--- src/rtl/async_req_arbiter_pkg.sv ---
// Shared types and defaults for the asynchronous-request round-robin arbiter.
package async_req_arbiter_pkg;

  localparam int N_DEF       = 4;
  localparam int TIMEOUT_DEF = 16;
  localparam int TIMER_W     = 8;

  typedef enum logic [1:0] {
    IDLE    = 2'd0,
    GRANT   = 2'd1,
    RELEASE = 2'd2
  } arb_state_t;

endpackage

--- src/rtl/async_req_arbiter_sync.sv ---
// Two-flop synchronizer for one asynchronous request line, synchronously reset.
module sync2 (
  input  logic clk,
  input  logic reset,
  input  logic i_d,
  output logic o_q
);

  logic r_meta;
  logic r_sync;

  // First stage may go metastable; the second stage gives it a full cycle to settle.
  always_ff @(posedge clk) begin
    if (reset) begin
      r_meta <= 1'b0;
      r_sync <= 1'b0;
    end else begin
      r_meta <= i_d;
      r_sync <= r_meta;
    end
  end

  assign o_q = r_sync;

endmodule

--- src/rtl/async_req_arbiter.sv ---
// Round-robin arbiter for N asynchronous level-sensitive requesters.
// Requests are synchronized, granted one at a time through IDLE -> GRANT -> RELEASE,
// and every grant is followed by at least one all-zero cycle.
// Optional feature: define ARB_TIMEOUT_EN to bound each grant to TIMEOUT_CYCLES cycles
// and block the timed-out requester until it drops its request.
module async_req_arbiter
  import async_req_arbiter_pkg::*;
#(
  parameter int N              = N_DEF,
  parameter int TIMEOUT_CYCLES = TIMEOUT_DEF
) (
  input  logic                 clk,
  input  logic                 reset,
  input  logic [N-1:0]         req_async,
  output logic [N-1:0]         grant,
  output logic                 grant_valid,
  output logic [$clog2(N)-1:0] grant_id,
  output logic                 timeout
);

  localparam int IDW = $clog2(N);

  generate
    if (N < 2 || N > 8 || TIMEOUT_CYCLES < 2 || TIMEOUT_CYCLES > 255) begin : g_badParam
      $error("async_req_arbiter: N must be 2..8 and TIMEOUT_CYCLES 2..255");
    end
  endgenerate

  logic [N-1:0]   w_reqSync;
  logic [N-1:0]   w_eligible;
  logic           w_anyEligible;
  logic [IDW-1:0] w_winnerId;

  arb_state_t     r_state;
  arb_state_t     w_stateNext;
  logic [N-1:0]   r_grant;
  logic [N-1:0]   w_grantNext;
  logic [IDW-1:0] r_grantId;
  logic [IDW-1:0] w_grantIdNext;
  logic [IDW-1:0] r_lastId;
  logic [IDW-1:0] w_lastIdNext;

  genvar gi;
  generate
    for (gi = 0; gi < N; gi++) begin : g_sync
      sync2 u_sync2 (
        .clk   (clk),
        .reset (reset),
        .i_d   (req_async[gi]),
        .o_q   (w_reqSync[gi])
      );
    end
  endgenerate

`ifdef ARB_TIMEOUT_EN
  logic [TIMER_W-1:0] r_timer;
  logic [TIMER_W-1:0] w_timerNext;
  logic               r_timeout;
  logic               w_timeoutNext;
  logic [N-1:0]       r_blocked;
  logic [N-1:0]       w_blockedNext;

  assign w_eligible = w_reqSync & ~r_blocked;
  assign timeout    = r_timeout;
`else
  assign w_eligible = w_reqSync;
  assign timeout    = 1'b0;
`endif

  // Round-robin search: walk offsets from N down to 1 so the closest requester after r_lastId wins.
  always_comb begin : p_rrSearch
    int             idx;
    logic [IDW-1:0] idxW;
    idx           = 0;
    idxW          = '0;
    w_anyEligible = 1'b0;
    w_winnerId    = '0;
    for (int k = N; k >= 1; k--) begin
      idx = int'(r_lastId) + k;
      if (idx >= N) begin
        idx = idx - N;
      end
      idxW = IDW'(idx);
      if (w_eligible[idxW]) begin
        w_anyEligible = 1'b1;
        w_winnerId    = idxW;
      end
    end
  end

  // Next-state and next-output logic; grant is registered on the IDLE -> GRANT transition.
  always_comb begin : p_fsmNext
    w_stateNext   = r_state;
    w_grantNext   = r_grant;
    w_grantIdNext = r_grantId;
    w_lastIdNext  = r_lastId;
`ifdef ARB_TIMEOUT_EN
    w_timerNext   = r_timer;
    w_timeoutNext = 1'b0;
    w_blockedNext = r_blocked & w_reqSync;
`endif
    case (r_state)
      IDLE: begin
        if (w_anyEligible) begin
          w_stateNext   = GRANT;
          w_grantNext   = {{(N-1){1'b0}}, 1'b1} << w_winnerId;
          w_grantIdNext = w_winnerId;
          w_lastIdNext  = w_winnerId;
`ifdef ARB_TIMEOUT_EN
          w_timerNext   = '0;
`endif
        end
      end
      GRANT: begin
        if (!w_reqSync[r_grantId]) begin
          w_stateNext   = RELEASE;
          w_grantNext   = '0;
          w_grantIdNext = '0;
        end
`ifdef ARB_TIMEOUT_EN
        else if (r_timer == TIMER_W'(TIMEOUT_CYCLES - 1)) begin
          w_stateNext              = RELEASE;
          w_grantNext              = '0;
          w_grantIdNext            = '0;
          w_timeoutNext            = 1'b1;
          w_blockedNext[r_grantId] = 1'b1;
        end else begin
          w_timerNext = r_timer + 1'b1;
        end
`endif
      end
      RELEASE: begin
        w_stateNext   = IDLE;
        w_grantNext   = '0;
        w_grantIdNext = '0;
      end
      default: begin
        w_stateNext   = IDLE;
        w_grantNext   = '0;
        w_grantIdNext = '0;
      end
    endcase
  end

  // State and registered outputs; reset forces the idle, no-grant condition on the same edge.
  always_ff @(posedge clk) begin : p_fsmReg
    if (reset) begin
      r_state   <= IDLE;
      r_grant   <= '0;
      r_grantId <= '0;
      r_lastId  <= IDW'(N - 1);
`ifdef ARB_TIMEOUT_EN
      r_timer   <= '0;
      r_timeout <= 1'b0;
      r_blocked <= '0;
`endif
    end else begin
      r_state   <= w_stateNext;
      r_grant   <= w_grantNext;
      r_grantId <= w_grantIdNext;
      r_lastId  <= w_lastIdNext;
`ifdef ARB_TIMEOUT_EN
      r_timer   <= w_timerNext;
      r_timeout <= w_timeoutNext;
      r_blocked <= w_blockedNext;
`endif
    end
  end

  assign grant       = r_grant;
  assign grant_valid = |r_grant;
  assign grant_id    = r_grantId;

endmodule

--- config.mk ---
export PLATFORM = sky130hd
export DESIGN_NAME = async_req_arbiter
export DESIGN_NICKNAME = d
export VERILOG_FILES = /design/src/rtl/async_req_arbiter_pkg.sv /design/src/rtl/async_req_arbiter_sync.sv /design/src/rtl/async_req_arbiter.sv
export SDC_FILE = /design/constraint.sdc
export NUM_CORES = 1
export LEC_CHECK = 0
export CELL_PAD_IN_SITES_DETAIL_PLACEMENT = 1
export CELL_PAD_IN_SITES_GLOBAL_PLACEMENT = 1
export CORE_UTILIZATION = 37
export CTS_CLUSTER_DIAMETER = 150
export DETAILED_ROUTE_END_ITERATION = 8
export HOLD_SLACK_MARGIN = 0.05
export PLACE_DENSITY = 0.85
export SYNTH_ARGS = -nofsm -noshare
export SYNTH_HDL_FRONTEND = slang
export SYNTH_SLANG_ARGS = --single-unit
--- constraint.sdc ---
create_clock -name clk -period 1.5 [get_ports clk]
set_input_delay 0.45 -clock clk [delete_from_list [all_inputs] [get_ports clk]]
set_output_delay 0.45 -clock clk [all_outputs]
set_load 0.005 [all_outputs]
==> flow_metrics.env, run 1 <==
export IMPL_area_delta_synth_final_pct=44.7
export IMPL_cap_violations=0
export IMPL_rsz0062_at_grt="yes"
export IMPL_holdWs_ps=456
export IMPL_drive_gt1_frac=0.371
export IMPL_post_route_period_util=1.14
export IMPL_start_kind="flop"
export IMPL_vias=650
export IMPL_avgSynthCellArea_sq_um=10.4
export IMPL_grt_usage=0.202
export IMPL_core_sq_um=1800
export IMPL_critPathArrivalTime_ps=1260
export IMPL_htreeDepth=1
export IMPL_setup_viol_count_final=5
export IMPL_yosys_warnings=0
export IMPL_intPower_w=0.000771
export IMPL_clockRootBuffer="clkbuf_4"
export IMPL_nFillCells=208
export IMPL_port_buffers=12
export IMPL_syn_num_nets=77
export IMPL_power_leakage_nw=0.457
export IMPL_die_y_microns=46.7
export IMPL_ir_worst_vdd_uv=628
export IMPL_totalWireLength_mm=1.95
export IMPL_hold_buffers=0
export IMPL_status="complete, but fails checks"
export IMPL_switching_share=0.264
export IMPL_final_cells=122
export IMPL_syn_area_sq_um=738
export IMPL_ant_nets=0
export IMPL_clockBufferDepth=2
export IMPL_clk_latency_ps=290
export IMPL_worstSetupPathType="reg -> out"
export IMPL_initial_core_util=0.410
export IMPL_num_io_pins=14
export IMPL_synth_seq_cells=18
export IMPL_synth_cells=71
export IMPL_viasPerCell=5.33
export IMPL_hold_viol=0
export IMPL_worstPathMaxFanout=2
export IMPL_route_detailed_drc=0
export IMPL_pwr_share_clk=0.287
export IMPL_p_seq_frac=0.524
export IMPL_grt_pass1_vias=651
export IMPL_die_w_microns=46.7
export IMPL_dp_cells=115
export IMPL_synth_cell_types=30
export IMPL_path_clk_slew_ps=100
export IMPL_setup_ws_ps=-208
export IMPL_antenna_found_initial=0
export IMPL_p_sw_w=0.000276
export IMPL_seq_area_frac_synth=0.488
export IMPL_final_cell_mix="12 x dfxtp_1, 12 x buf_4, 9 x nor2b_1"
export IMPL_wl_per_cell_microns=16.0
export IMPL_dr_pass1_iters=5
export IMPL_violations="setup timing"
export IMPL_grt_pass1_wl_mm=2.97
export IMPL_cts_tree="built"
export IMPL_grt_max_degree=13
export IMPL_hp_class="reg -> reg"
export IMPL_rows=15
export IMPL_numCtsBuffers=3
export IMPL_nets=104
export IMPL_period_needed_ps=1710
export IMPL_fmax_mhz=585
export IMPL_place_ws_ps=-381
export IMPL_post_dp_cell_area_sq_um=948
export IMPL_grt_ovfl_total=0
export IMPL_clkSinkCount=18
export IMPL_slew_viol_final=0
export IMPL_fin_area_sq_um=1070
export IMPL_n_antenna_cell=0
export IMPL_end_kind="output pin"
export IMPL_skew_ps=0.732
export IMPL_drtIter0Drc=14
export IMPL_power_density_nw_per_um2=979
export IMPL_dieArea_sq_um=2180
export IMPL_worstPathRequired_ps=1050
export IMPL_dp_hpwl_mm=1.34
export IMPL_gp_congestion=0.767
export IMPL_combinationalPowerShare=0.189
[final timing paths]
path,start,to,depth (start not counted),slack (ps)
setup / recovery,grant[2],grant_valid,2,-210
hold / removal,g_sync[3].u_sync2.r_meta,g_sync[3].u_sync2.o_q,1,460
setup reg to reg,grant_id[1],grant[0],5,-40
hold reg to reg,g_sync[3].u_sync2.r_meta,g_sync[3].u_sync2.o_q,1,460
[routing by layer]
layer / up-vias / track usage / share of wire
met5: - / 0 / 0
met4: 0 / 0.0514 / 0.0062
met3: 2 / 0.0471 / 0.031
met2: 20 / 0.381 / 0.55
met1: 319 / 0.221 / 0.41
li1: 309 / - / -
[sequential cells by signal (all words and copies together), names as in the netlist]
register               cells
g_sync.u_sync2.o_q         4
g_sync.u_sync2.r_meta      4
grant                      4
grant_id                   2
r_lastId                   2
r_state                    2
[stage by stage]
step	util	setup TNS, ps	power, W
finish	0.593	-645	0.00105
global route	0.593	-1010	0.00110
CTS	0.575	-780	0.00103
detailed placement	0.526	-2710	0.000729
global placement	0.526	-2110	0.000717
floorplan	-	0	0.000642
[power groups by stage]
stage          sequential [W]  combinational, W  clock [W]
6_report             0.000548          0.000198   0.000300
5_1_grt              0.000554          0.000214   0.000330
4_1_cts              0.000542          0.000185   0.000298
3_5_place_dp         0.000554          0.000174          0
3_3_place_gp         0.000550          0.000167          0
2_1_floorplan        0.000542         0.0000997          0
[Yosys cell counts, drive strengths merged]
cell type   n  area [sq um]
a2111oi     1          10.0
o221a       1          11.3
a31oi       1          6.26
a221o       1          10.0
a21o        2          15.0
a211o       1          17.5
nor3        1          5.00
nor2b      10          65.1
nor4bb      1          10.0
a21oi       1          5.00
nand2       4          15.0
mux2        1          11.3
buf         2          12.5
dfxtp      18           360
a22o        2          17.5
and4b       1          10.0
a22oi       1          7.51
o2bb2ai     3          26.3
nor4        2          18.8
nor2        5          18.8
nand3b      1          7.51
mux2i       3          30.0
nand2b      3          18.8
and2        1          6.26
or4         2          15.0
clkbuf      1          3.75
conb        1          3.75
[logic make-up after synthesis]
| logic type | share of synthesized area |
|---|---|
| flops | 0.488 |
| mux | 0.0559 |
| simple gates | 0.258 |
| compound gates | 0.171 |
| other cells | 0.00508 |
| buf+inv | 0.0220 |
[area by class of cell]
| cell class | instances | area, sq um | area share |
|---|---|---|---|
| clock buffers | 4 | 36.3 | 0.0340 |
| well taps | 25 | 31.3 | 0.0293 |
| repair buffers | 25 | 210 | 0.197 |
| multi-input cells | 50 | 423 | 0.396 |
| flip-flops and latches | 18 | 368 | 0.344 |
[worst max-delay path, stage by stage, from the launching register on]
cell and delay [ps]:
dfxtp_1 320, or4_1 510, buf_2 140
[timing repair]
action | CTS | global route
pin swaps | 4 | 2
setup endpoints to repair | 13 | 11
gates cloned | 0 | 0
setup buffers | 3 | 0
resized for setup | 19 | 9
endpoints found under the hold margin | 0 | 0
(Power assumes the default switching activity.)
==> run 2, diff against run 1 <==
--- a/config.mk
+++ b/config.mk
@@ -8,10 +8,12 @@
 export CELL_PAD_IN_SITES_DETAIL_PLACEMENT = 1
 export CELL_PAD_IN_SITES_GLOBAL_PLACEMENT = 1
 export CORE_UTILIZATION = 37
-export CTS_CLUSTER_DIAMETER = 150
+export CTS_CLUSTER_DIAMETER = 50
+export CTS_CLUSTER_SIZE = 16
 export DETAILED_ROUTE_END_ITERATION = 8
 export HOLD_SLACK_MARGIN = 0.05
 export PLACE_DENSITY = 0.85
+export SLEW_MARGIN = 30
 export SYNTH_ARGS = -nofsm -noshare
 export SYNTH_HDL_FRONTEND = slang
 export SYNTH_SLANG_ARGS = --single-unit
==> results of run 2 <==
No change in the layout: final DEF, timing and power equal those of run 1.
